--- src/rtl/vend_ctrl_param.sv ---
// Parametrised coin vending controller: credit accumulation, single vend, greedy change.
// Optional cancel/refund enabled by defining VEND_CANCEL_EN.
module vend_ctrl_param #(
  parameter int unsigned CRED_W     = 5,
  parameter int unsigned V_LO       = 1,
  parameter int unsigned V_MID      = 5,
  parameter int unsigned V_HI       = 10,
  parameter int unsigned PRICE      = 3,
  parameter int unsigned MAX_CREDIT = 20
) (
  input  logic              clk,
  input  logic              reset,
  input  logic              coin_lo,
  input  logic              coin_mid,
  input  logic              coin_hi,
  input  logic              cancel,
  output logic              vend,
  output logic              change_mid,
  output logic              change_lo,
  output logic              coin_reject,
  output logic              busy,
  output logic [CRED_W-1:0] credit
);

  localparam int unsigned SUM_W = CRED_W + 1;

  typedef enum logic [1:0] {
    S_IDLE    = 2'd0,
    S_COLLECT = 2'd1,
    S_VEND    = 2'd2,
    S_CHANGE  = 2'd3
  } state_e;

  state_e            state_q, state_d;
  logic [CRED_W-1:0] credit_q, credit_d;
  logic              reject_d;
  logic              vend_d, change_mid_d, change_lo_d, busy_d;

  logic [1:0]        n_coins;
  logic              any_coin;
  logic [SUM_W-1:0]  coin_val;
  logic [SUM_W-1:0]  sum;
  logic              cancel_req;

`ifdef VEND_CANCEL_EN
  assign cancel_req = cancel;
`else
  logic unused_cancel;
  assign cancel_req    = 1'b0;
  assign unused_cancel = cancel;
`endif

  // Coin decode; the sum is one bit wider than credit so it never wraps.
  always_comb begin
    n_coins  = 2'(coin_lo) + 2'(coin_mid) + 2'(coin_hi);
    any_coin = (n_coins != 2'd0);
    coin_val = '0;
    if (coin_hi) begin
      coin_val = SUM_W'(V_HI);
    end else if (coin_mid) begin
      coin_val = SUM_W'(V_MID);
    end else if (coin_lo) begin
      coin_val = SUM_W'(V_LO);
    end
    sum = SUM_W'(credit_q) + coin_val;
  end

  // Next-state and credit update
  always_comb begin
    state_d  = state_q;
    credit_d = credit_q;
    reject_d = 1'b0;
    case (state_q)
      S_IDLE, S_COLLECT: begin
        if (cancel_req && (state_q == S_COLLECT)) begin
          // Full refund: pay the held credit back as change; a same-edge coin loses.
          state_d  = S_CHANGE;
          reject_d = any_coin;
        end else if (any_coin) begin
          if ((n_coins != 2'd1) || (sum > SUM_W'(MAX_CREDIT))) begin
            reject_d = 1'b1;
          end else begin
            credit_d = CRED_W'(sum);
            state_d  = (sum >= SUM_W'(PRICE)) ? S_VEND : S_COLLECT;
          end
        end
      end
      S_VEND: begin
        reject_d = any_coin;
        credit_d = credit_q - CRED_W'(PRICE);
        state_d  = (credit_d != '0) ? S_CHANGE : S_IDLE;
      end
      S_CHANGE: begin
        reject_d = any_coin;
        if (credit_q >= CRED_W'(V_MID)) begin
          credit_d = credit_q - CRED_W'(V_MID);
        end else if (credit_q != '0) begin
          credit_d = credit_q - CRED_W'(V_LO);
        end
        state_d = (credit_d == '0) ? S_IDLE : S_CHANGE;
      end
      default: begin
        state_d  = S_IDLE;
        credit_d = '0;
      end
    endcase
  end

  // Output flags describe the state being entered, so they line up with it after the edge.
  always_comb begin
    vend_d       = (state_d == S_VEND);
    busy_d       = (state_d == S_VEND) || (state_d == S_CHANGE);
    change_mid_d = (state_d == S_CHANGE) && (credit_d >= CRED_W'(V_MID));
    change_lo_d  = (state_d == S_CHANGE) && (credit_d < CRED_W'(V_MID));
  end

  always_ff @(posedge clk) begin
    if (reset) begin
      state_q     <= S_IDLE;
      credit_q    <= '0;
      vend        <= 1'b0;
      change_mid  <= 1'b0;
      change_lo   <= 1'b0;
      coin_reject <= 1'b0;
      busy        <= 1'b0;
    end else begin
      state_q     <= state_d;
      credit_q    <= credit_d;
      vend        <= vend_d;
      change_mid  <= change_mid_d;
      change_lo   <= change_lo_d;
      coin_reject <= reject_d;
      busy        <= busy_d;
    end
  end

  assign credit = credit_q;

  a_change_onehot: assert property (@(posedge clk) disable iff (reset)
    !(change_mid && change_lo));
  a_vend_alone: assert property (@(posedge clk) disable iff (reset)
    !(vend && (change_mid || change_lo)));

endmodule

--- config.mk ---
export PLATFORM = sky130hd
export DESIGN_NAME = vend_ctrl_param
export DESIGN_NICKNAME = d
export VERILOG_FILES = /design/src/rtl/vend_ctrl_param.sv
export SDC_FILE = /design/constraint.sdc
export NUM_CORES = 1
export LEC_CHECK = 0
export CELL_PAD_IN_SITES_DETAIL_PLACEMENT = 0
export CELL_PAD_IN_SITES_GLOBAL_PLACEMENT = 1
export CORE_UTILIZATION = 35
export DETAILED_ROUTE_END_ITERATION = 12
export PLACE_DENSITY_LB_ADDON = 0.12
export SLEW_MARGIN = 10
export SYNTH_ARGS = -nofsm -noshare
export SYNTH_HDL_FRONTEND = slang
export SYNTH_SLANG_ARGS = --single-unit
--- constraint.sdc ---
create_clock -name clk -period 4.05 [get_ports clk]
set_input_delay 0.6075 -clock clk [delete_from_list [all_inputs] [get_ports clk]]
set_output_delay 0.6075 -clock clk [all_outputs]
set_load 0.05 [all_outputs]
; ---- Yosys cells after proc, flatten, opt, wreduce, memory -nomap -nowiden
; Index checks and enable logic that the tools add are counted.
[op_classes]
n_addsub = 6
multipliers = 0
div = 0
order_cmp = 5
eq_ne = 6
n_shift = 0
n_mux = 18
bitwise_logic = 0
reduce_logical = 11
[ops]
columns = op, n
row1 = two-way mux 5 bit, 5
row2 = case mux 5 bit (3 select lines), 1
row3 = >= comparator 5 x 3 -> 1 bit (second input constant), 2
row4 = two-way mux 2 bit, 5
row5 = nonzero test 5 bit, 2
row6 = equality test 2 bit (second input constant), 4
row7 = adder 5 x 6 -> 6 bit, 1
row8 = >= comparator 6 x 2 -> 1 bit (second input constant), 1
row9 = > comparator 6 x 5 -> 1 bit (second input constant), 1
row10 = two-way mux 6 bit, 1
row11 = case mux 2 bit (3 select lines), 1
row12 = zero test 5 bit, 1
row13 = < comparator 5 x 3 -> 1 bit (second input constant), 1
row14 = subtractor 5 x 1 -> 5 bit (second input constant), 1
row15 = subtractor 5 x 2 -> 5 bit (second input constant), 1
row16 = subtractor 5 x 3 -> 5 bit (second input constant), 1
row17 = OR reduction 2 bit, 2
row18 = two-way mux 1 bit, 3
row19 = two-way mux 3 bit, 1
row20 = adder 1 x 1 -> 2 bit, 1
row21 = adder 2 x 1 -> 2 bit, 1
row22 = equality test 2 x 1 -> 1 bit (second input constant), 1
row23 = logical AND 1 bit, 2
row24 = zero test 2 bit, 1
row25 = other kinds (4), 5
[totals]
reg_bits = 12
latch_bits = 0
ramBits = 0
romBits = 0
in_bits = 6
output_inout_bits = 10
word_cells = 53
memories = 0

; ---- Longest topological paths before layout
; Gate-level depths: netlist (run 1).
[logic_depth]
word_depth = 11
mapped_depth = 12
mapped_depth_nobuf = 11

; ---- Least setup slack after synthesis (run 1)
; No wires, ideal clock.
[synth_path]
kind = input -> register
startpoint = in coin_mid
endpoint = reg change_lo
setup_time_ns = 0.061
arrival_ns = 3.131
required_time_ns = 3.989
path_slack_ns = 0.858
path_stages = 12
path_buffers = 1
path_cell_list = inv_1 a21oi_1 ha_1 fa_1 xnor2_1 a21oi_1 o311a_4 or2_1 buf_6 mux2_4 a211oi_2 and4b_1
[synth_between]
elab_chain_len = 10
word_cells_on_any_way = 20
classes_between = add/sub: 3 / order compare: 3 / eq/ne: 2 / mux: 9 / reduce/logical: 3
[synth_rtl]
columns = element, line_no
row1 = start: declaration, 14  ; input logic coin_mid,
row2 = two-way mux 3 bit, 60  ; end else if (coin_mid) begin
row3 = two-way mux 6 bit, 58  ; if (coin_hi) begin
row4 = adder 5 x 6 -> 6 bit, 65  ; sum = SUM_W'(credit_q) + coin_val;
row5 = > comparator 6 x 5 -> 1 bit / >= comparator 6 x 2 -> 1 bit (equally long branches), "80, 84"
row6 = logical OR 1 bit / two-way mux 2 bit (equally long branches), "80, 84"
row7 = two-way mux 5 bit / two-way mux 2 bit (equally long branches), 80  ; if ((n_coins != 2'd1) || (sum > SUM_W'(MAX_CREDIT))) begin
row8 = two-way mux 5 bit / two-way mux 2 bit (equally long branches), 79  ; end else if (any_coin) begin
row9 = case mux 5 bit (3 select lines) / case mux 2 bit (3 select lines) (equally long branches), 73  ; case (state_q)
row10 = < comparator 5 x 3 -> 1 bit / equality test 2 bit (equally long branches), 114  ; change_lo_d = (state_d == S_CHANGE) && (credit_d < CRED_W'(V_MID));
row11 = logical AND 1 bit *, 114
row12 = end signal: assignment, 131  ; change_lo <= change_lo_d;
row13 = end: declaration, 19  ; output logic change_lo,
; Mark *: on every way between the ends. The rest lies on a longest branch, timed or not.
; A chain may end at the register's enable or synchronous reset.

; ---- Worst setup path in the final report (run 1)
[layout_path]
startpoint = in coin_lo
endpoint = reg change_lo
[layout_between]
elab_chain_len = 11
word_cells_on_any_way = 21
classes_between = add/sub: 3 / order compare: 3 / eq/ne: 2 / mux: 10 / reduce/logical: 3
[layout_rtl]
columns = element, line_no
row1 = start: declaration, 13  ; input logic coin_lo,
row2 = two-way mux 1 bit, 62  ; end else if (coin_lo) begin
row3 = two-way mux 3 bit, 60
row4 = two-way mux 6 bit, 58
row5 = adder 5 x 6 -> 6 bit, 65
row6 = > comparator 6 x 5 -> 1 bit / >= comparator 6 x 2 -> 1 bit (equally long branches), "80, 84"
row7 = logical OR 1 bit / two-way mux 2 bit (equally long branches), "80, 84"
row8 = two-way mux 5 bit / two-way mux 2 bit (equally long branches), 80
row9 = two-way mux 5 bit / two-way mux 2 bit (equally long branches), 79
row10 = case mux 5 bit (3 select lines) / case mux 2 bit (3 select lines) (equally long branches), 73
row11 = < comparator 5 x 3 -> 1 bit / equality test 2 bit (equally long branches), 114
row12 = logical AND 1 bit *, 114
; Marked as above.

==> summary.txt, run 1 <==
Run
  • Max-cap violations: 0

Yosys
  • Unique masters post-synth: 49
  • Seq cells post-synth: 11
  • Cells after synthesis: 140
  • Synthesized area per cell: 7.88 um2
  • Yosys Warn Count: 0
  • Number of enable flip-flop cells after synthesis: 0
  • Post-synthesis cell area: 1100 um2
  • Ys flop type: dfxtp_1
  • Synthesized net count: 155
  • Sequential-to-total area share from yosys stat: 0.200
  • Asr flop ratio synth: 0

Floorplan
  • Height of the die: 58.2 um
  • Initial Util: 0.364
  • FP Rows: 20
  • Core area: 3030 um2
  • Die Area: 3380 um2
  • Horiz. Die Dim: 58.2 um
  • I/O Pins: 16

Worst setup path
  • Endpoint type of the worst setup path: register
  • Critical Path AT: 3.79 ns
  • Launching point of the worst reg2reg path: credit[2]$_SDFF_PP0_
  • Setup CP Type: primary input to register
  • Crit-path max FO: 6
  • CP startpoint kind: primary input
  • CP Data Required Time: 4.25 ns
  • Crit path from: coin_lo

Clock network
  • Root Buffer Master: clkbuf_4
  • Resized Gates After CTS: 0
  • Clock sink count: 11
  • CTS Hold Bufs: 0
  • Htree depth: 1
  • Worst skew pair latency: 0.27 ns
  • CTS buffer count: 3
  • CTS tree: done
  • Postcts setup bufs: 0
  • Clock buffer depth: 2
  • Clock transition at path regs: 0.07 ns

STA
  • # setup viols final: 0
  • Hold WS: 0.730 ns
  • Period utilization: 0.885
  • Count of final max-slew check failures: 0
  • Final hold violations: 0
  • FMAX: 0.279 GHz
  • Clk_skew: 0.00695 ns
  • Max-slew headroom: 0.577
  • Tightest Pin Transition: 0.628 ns
  • Minimum clock period: 3.58 ns
  • Final setup TNS: 0 ns
  • RSZ-0062 raised after global routing: false

Detailed routing
  • Vias per cell: 5.53
  • DRC: 0
  • DRT iter0 DRCs: 74
  • Via count: 1095
  • WL per Instance: 14.1 um
  • Post-route ant nets: 0
  • Routed Wire Length: 2.80 mm
  • First-pass DRT Iterations: 4

Hold path
  • Min-Delay Path Class: register to register
  • Hold Startpoint: busy$_SDFF_PP0_

Cells and area
  • Final net count: 170
  • Final instance area: 1310 um2
  • Number of fill cells: 314
  • # diodes: 0
  • Area Growth Syn to Fin: 19.0%
  • Share of layout cells above drive strength 1: 0.104

Placed design
  • Number of port buffers: 14
  • HPWL after DPL: 2.11 mm
  • Area after DPL: 1290 um2
  • RD Place Congestion: 0.804

Status
  • Result of the run: finished, final reports clean

Global route
  • Initial antenna violation count: 0
  • First-pass GRT wire length: 4.91 mm
  • Number of global-route vias before repair: 1072
  • Total global routing overflow: 0
  • Pin count of the biggest net entering global routing: 17
  • All-Layer GR Usage: 0.186

Power and ir drop
  • Static Leak: 0.511 nW
  • Pwr/cell area: 898 nW/um2
  • Max VDD drop: 0.000339 V
## layout by cell type, fill, tap and decap left out, types with 3 or more instances in the layout
| cell | instances |
|---|---|
| nor3_1 | 3 |
| mux2i_1 | 3 |
| clkdlybuf4s50_1 | 14 |
| nor3b_1 | 3 |
| nor2b_1 | 4 |
| ha_1 | 7 |
| o21ai_0 | 6 |
| or2_2 | 4 |
| nand3_1 | 3 |
| nand2_1 | 7 |
| inv_1 | 10 |
| a211oi_1 | 5 |
| clkbuf_4 | 3 |
| a21oi_1 | 12 |
| dfxtp_1 | 11 |
| nor2_1 | 11 |
| o211ai_1 | 3 |
| buf_4 | 3 |
## logic make-up after synthesis
| group | count (synthesis) | synth area share |
|---|---|---|
| adders and majority gates | 9 | 0.116 |
| and+or+nand+nor | 50 | 0.252 |
| buffers and inverters | 17 | 0.0646 |
| DFF | 11 | 0.200 |
| muxes | 4 | 0.0408 |
| xor gates and xnor gates | 3 | 0.0238 |
| AOI/OAI and AO/OA | 46 | 0.304 |
## registers in the layout (all words and copies together), names as in the netlist
signal and count:
state_q 1, change_mid 1, coin_reject 1, busy 1
vend 1, change_lo 1, credit 5
## through the flow
step / cells / worst slack (ns) / utilization / power [mW]
2_1_floorplan: 140 / 0.858 / - / 0.884
3_3_place_gp: 194 / 0.210 / 0.425 / 1.09
3_5_place_dp: 194 / 0.181 / 0.425 / 1.11
4_1_cts: 198 / 0.458 / 0.434 / 1.19
5_1_grt: 198 / 0.241 / 0.434 / 1.29
6_report: 198 / 0.467 / 0.434 / 1.18
## Yosys cell counts (3+ instances only)
cell	instances	area (um2)
nor2b_1	4	25.0
nand3_1	3	15.0
a21oi_1	12	60.1
mux2i_1	3	30.0
clkbuf_1	5	18.8
o211ai_1	3	22.5
nand2_1	7	26.3
a211oi_1	5	37.5
o21ai_0	6	30.0
nor3b_1	3	22.5
ha_1	7	87.6
or2_2	4	25.0
nor3_1	3	15.0
nor2_1	11	41.3
inv_1	10	37.5
dfxtp_1	11	220
## per-layer routing
layer / vias to the layer above / share of wire / track usage
met4: 0 / 0.0029 / 0.0612
met5: - / 0 / 0
met2: 25 / 0.47 / 0.315
met3: 2 / 0.042 / 0.0290
met1: 518 / 0.48 / 0.239
li1: 550 / - / -
## final cells by class
type                       instances  area (um2)  share of cell area
multi-input combinational        112         812               0.618
clock buffer                       4        26.3              0.0200
timing repair buffer              17         163               0.124
sequential                        11         220               0.168
tap                               44        55.1              0.0419
inverter                          10        37.5              0.0286
## final timing paths
| path | endpoint | slack (ns) | depth (start not counted) |
|---|---|---|---|
| worst max-delay path | change_lo$_SDFF_PP0_ | 0.47 | 12 |
| worst min-delay path | coin_reject$_SDFF_PP0_ | 0.73 | 2 |
| worst max register to register | change_lo$_SDFF_PP0_ | 0.91 | 8 |
| worst min register to register | coin_reject$_SDFF_PP0_ | 0.73 | 2 |
## power breakdown
group | total [mW] | switching, mW | internal [mW] | leakage (nW)
clock | 0.0741 | 0.0361 | 0.0380 | 0.0150
combinational | 0.855 | 0.494 | 0.361 | 0.405
sequential | 0.251 | 0.0992 | 0.151 | 0.0906
## critical path: stages
cell and delay (ns):
clkdlybuf4s50_1 0.45, inv_1 0.06, a21oi_1 0.20, ha_1 0.25, fa_1 0.43, inv_1 0.12
a21oi_1 0.11, o311a_4 0.41, or2_1 0.32, mux2_4 0.33, a211oi_2 0.28, and4b_1 0.22
No activity file was read; power rests on OpenSTA's default activity.
==> run 2: changes to the inputs <==
clock period = 3.93 ns   (was 4.05 ns; I/O delays follow)
==> summary.txt, run 2 (synthesized netlist as in run 1, its figures left out) <==
Status
  • Result of the run: finished, final reports clean

Detailed routing
  • DRT iter0 DRCs: 42 (-43%)
  • First-pass DRT Iterations: 4 (unchanged)
  • Vias per cell: 5.59 (+1.1%)
  • Post-route ant nets: 0 (unchanged)
  • Routed Wire Length: 2.83 mm (+0.89%)
  • Via count: 1107 (+1.1%)
  • DRC: 0 (unchanged)
  • WL per Instance: 14.3 um (+0.89%)

Worst setup path
  • FF-to-FF path depth: 8 (unchanged)
  • CP endpoint: change_lo$_SDFF_PP0_
  • Setup CP Type: primary input to register
  • CP startpoint kind: primary input
  • Launching point of the worst reg2reg path: credit[2]$_SDFF_PP0_
  • Critical Path AT: 3.75 ns (-0.04 ns)
  • Crit-path max FO: 6 (unchanged)
  • Endpoint type of the worst setup path: register
  • FF-to-FF setup slack: 0.79 ns (-0.12 ns)
  • Crit path from: coin_mid
  • Worst r2r dst: change_lo$_SDFF_PP0_
  • CP Data Required Time: 4.14 ns (-0.11 ns)

Placed design
  • Number of port buffers: 14 (unchanged)
  • Placement Setup Slack: 0.0890 ns (-0.0919 ns)
  • RD Place Congestion: 0.804 (about the same)
  • HPWL after DPL: 2.13 mm (+0.77%)

STA
  • Clk_skew: 0.00802 ns (+0.00107 ns)
  • Period utilization: 0.903
  • Count of final max-slew check failures: 0 (unchanged)
  • # setup viols final: 0 (unchanged)
  • Minimum clock period: 3.55 ns
  • Final setup TNS: 0 ns (unchanged)
  • Final hold violations: 0 (unchanged)
  • Final setup margin: 0.381 ns (-0.0862 ns)
  • Tightest Pin Transition: 0.623 ns (-0.00550 ns)
  • RSZ-0062 raised after global routing: false
  • Max-slew headroom: 0.581 (+0.00370)
  • FMAX: 0.282 GHz

Power and ir drop
  • Pwr/cell area: 927 nW/um2 (+3.2%)
  • Switching part of the total: 0.535 (+0.00107)
  • Max VDD drop: 0.000389 V (+15%)
  • Comb pwr share: 0.723 (-0.002)
  • Seq pwr share: 0.214 (about the same)
  • Total chip power: 1.22 mW (+3.2%)
  • Static Leak: 0.511 nW (unchanged)
  • Net load switching power: 651 uW (+3.4%)
  • Internal power: 567 uW (+3.0%)
  • Clock power frac: 0.063 (about the same)

Cells and area
  • Number of fill cells: 303 (-3.5%)
  • Post-route core utilization: 0.434 (unchanged)
  • Most common cell after layout, fill and taps aside: clkdlybuf4s50_1
  • Share of layout cells above drive strength 1: 0.104 (unchanged)
  • # diodes: 0 (unchanged)
  • Final net count: 170 (unchanged)
  • Area Growth Syn to Fin: 19.0% (unchanged)
  • Most frequent cells in the layout: clkdlybuf4s50_1, a21oi_1, nor2_1, dfxtp_1, inv_1
  • Max reg flops: 5 (unchanged)

Clock network
  • Resized Gates After CTS: 0 (unchanged)
  • CTS tree: done
  • Clock transition at path regs: 0.07 ns (about the same)
  • CTS Hold Bufs: 0 (unchanged)
  • Htree depth: 1 (unchanged)
  • Postcts setup bufs: 0 (unchanged)
  • Clock buffer depth: 2 (unchanged)
  • Root Buffer Master: clkbuf_4
  • Worst skew pair latency: 0.27 ns (about the same)
  • CTS buffer count: 3 (unchanged)
  • Clock sink count: 11 (unchanged)

Global route
  • All-Layer GR Usage: 0.190 (+0.00419)
  • Number of global-route vias before repair: 1082 (+0.93%)
  • Pin count of the biggest net entering global routing: 17 (unchanged)
  • First-pass GRT wire length: 5.00 mm (+1.7%)
  • GR Util met1: 0.256 (+0.0163)
  • Gr busiest metal: met2
  • Met2 Use GR: 0.309 (-0.00657)
  • Total global routing overflow: 0 (unchanged)
  • Initial antenna violation count: 0 (unchanged)
  • M3 GR Usage: 0.0268 (-0.00223)

Run
  • Max-cap violations: 0 (unchanged)

Floorplan
  • Core area: 3030 um2 (unchanged)
  • Die Area: 3380 um2 (unchanged)
  • Horiz. Die Dim: 58.2 um (unchanged)
  • FP Rows: 20 (unchanged)
  • Height of the die: 58.2 um (unchanged)
  • I/O Pins: 16 (unchanged)
  • Initial Util: 0.364 (unchanged)

Hold path
  • Min-Delay Path Class: register to register
-- run 2: per-stage QoR --
stage,cell area [um2],hold slack (ns),std cells
after floorplan,1100,0.769,140
after global placement,1290,0.735,194
after detailed placement,1290,0.728,194
after CTS,1310,0.739,198
after global routing,1310,0.777,198
final,1310,0.719,198
-- run 2: how the worst min path moves through the flow --
stage               depth (start not counted)                   from                     end
floorplan                                   4  state_q[0]$_SDFF_PP0_    credit[3]$_SDFF_PP0_
global placement                            2        busy$_SDFF_PP0_  coin_reject$_SDFF_PP0_
detailed placement                          2        busy$_SDFF_PP0_  coin_reject$_SDFF_PP0_
CTS                                         2        busy$_SDFF_PP0_  coin_reject$_SDFF_PP0_
global route                                2        busy$_SDFF_PP0_  coin_reject$_SDFF_PP0_
finish                                      2        busy$_SDFF_PP0_  coin_reject$_SDFF_PP0_
-- run 2: power by group through the flow --
stage	registers (mW)	clock network [mW]	logic (mW)
after CTS	0.260	0.0804	0.883
final	0.260	0.0764	0.881
after detailed placement	0.261	0	0.877
after global placement	0.259	0	0.868
after floorplan	0.340	0	0.570
after global routing	0.274	0.0855	0.973
-- run 2: area by class of cell --
cell class                      count  area (um2)  share of cell area
Multi-Input combinational cell    112         812               0.618
Timing Repair Buffer               17         163               0.124
Inverter                           10        37.5              0.0286
Clock buffer                        4        26.3              0.0200
Sequential cell                    11         220               0.168
Tap cell                           44        55.1              0.0419
-- run 2: layer usage --
metal  up-vias  wire length [um]
met4         0                16
met2        33              1360
met5         -                 0
met3         2               112
li1        551                 -
met1       521              1340
-- run 2: worst max-delay path, cell delays in order --
cell,delay [ns]
clkdlybuf4s50_1,0.39
inv_1,0.11
a21oi_1,0.10
ha_1,0.23
fa_1,0.42
xnor2_1,0.24
a21oi_1,0.10
o311a_4,0.42
or2_1,0.31
mux2_4,0.32
a211oi_2,0.28
and4b_1,0.22
==> run 3: changes to the inputs <==
SKIP_CTS_REPAIR_TIMING = 1   (was unset)
==> results of run 3 <==
Final layout, timing and power as in run 2 (identical DEF).
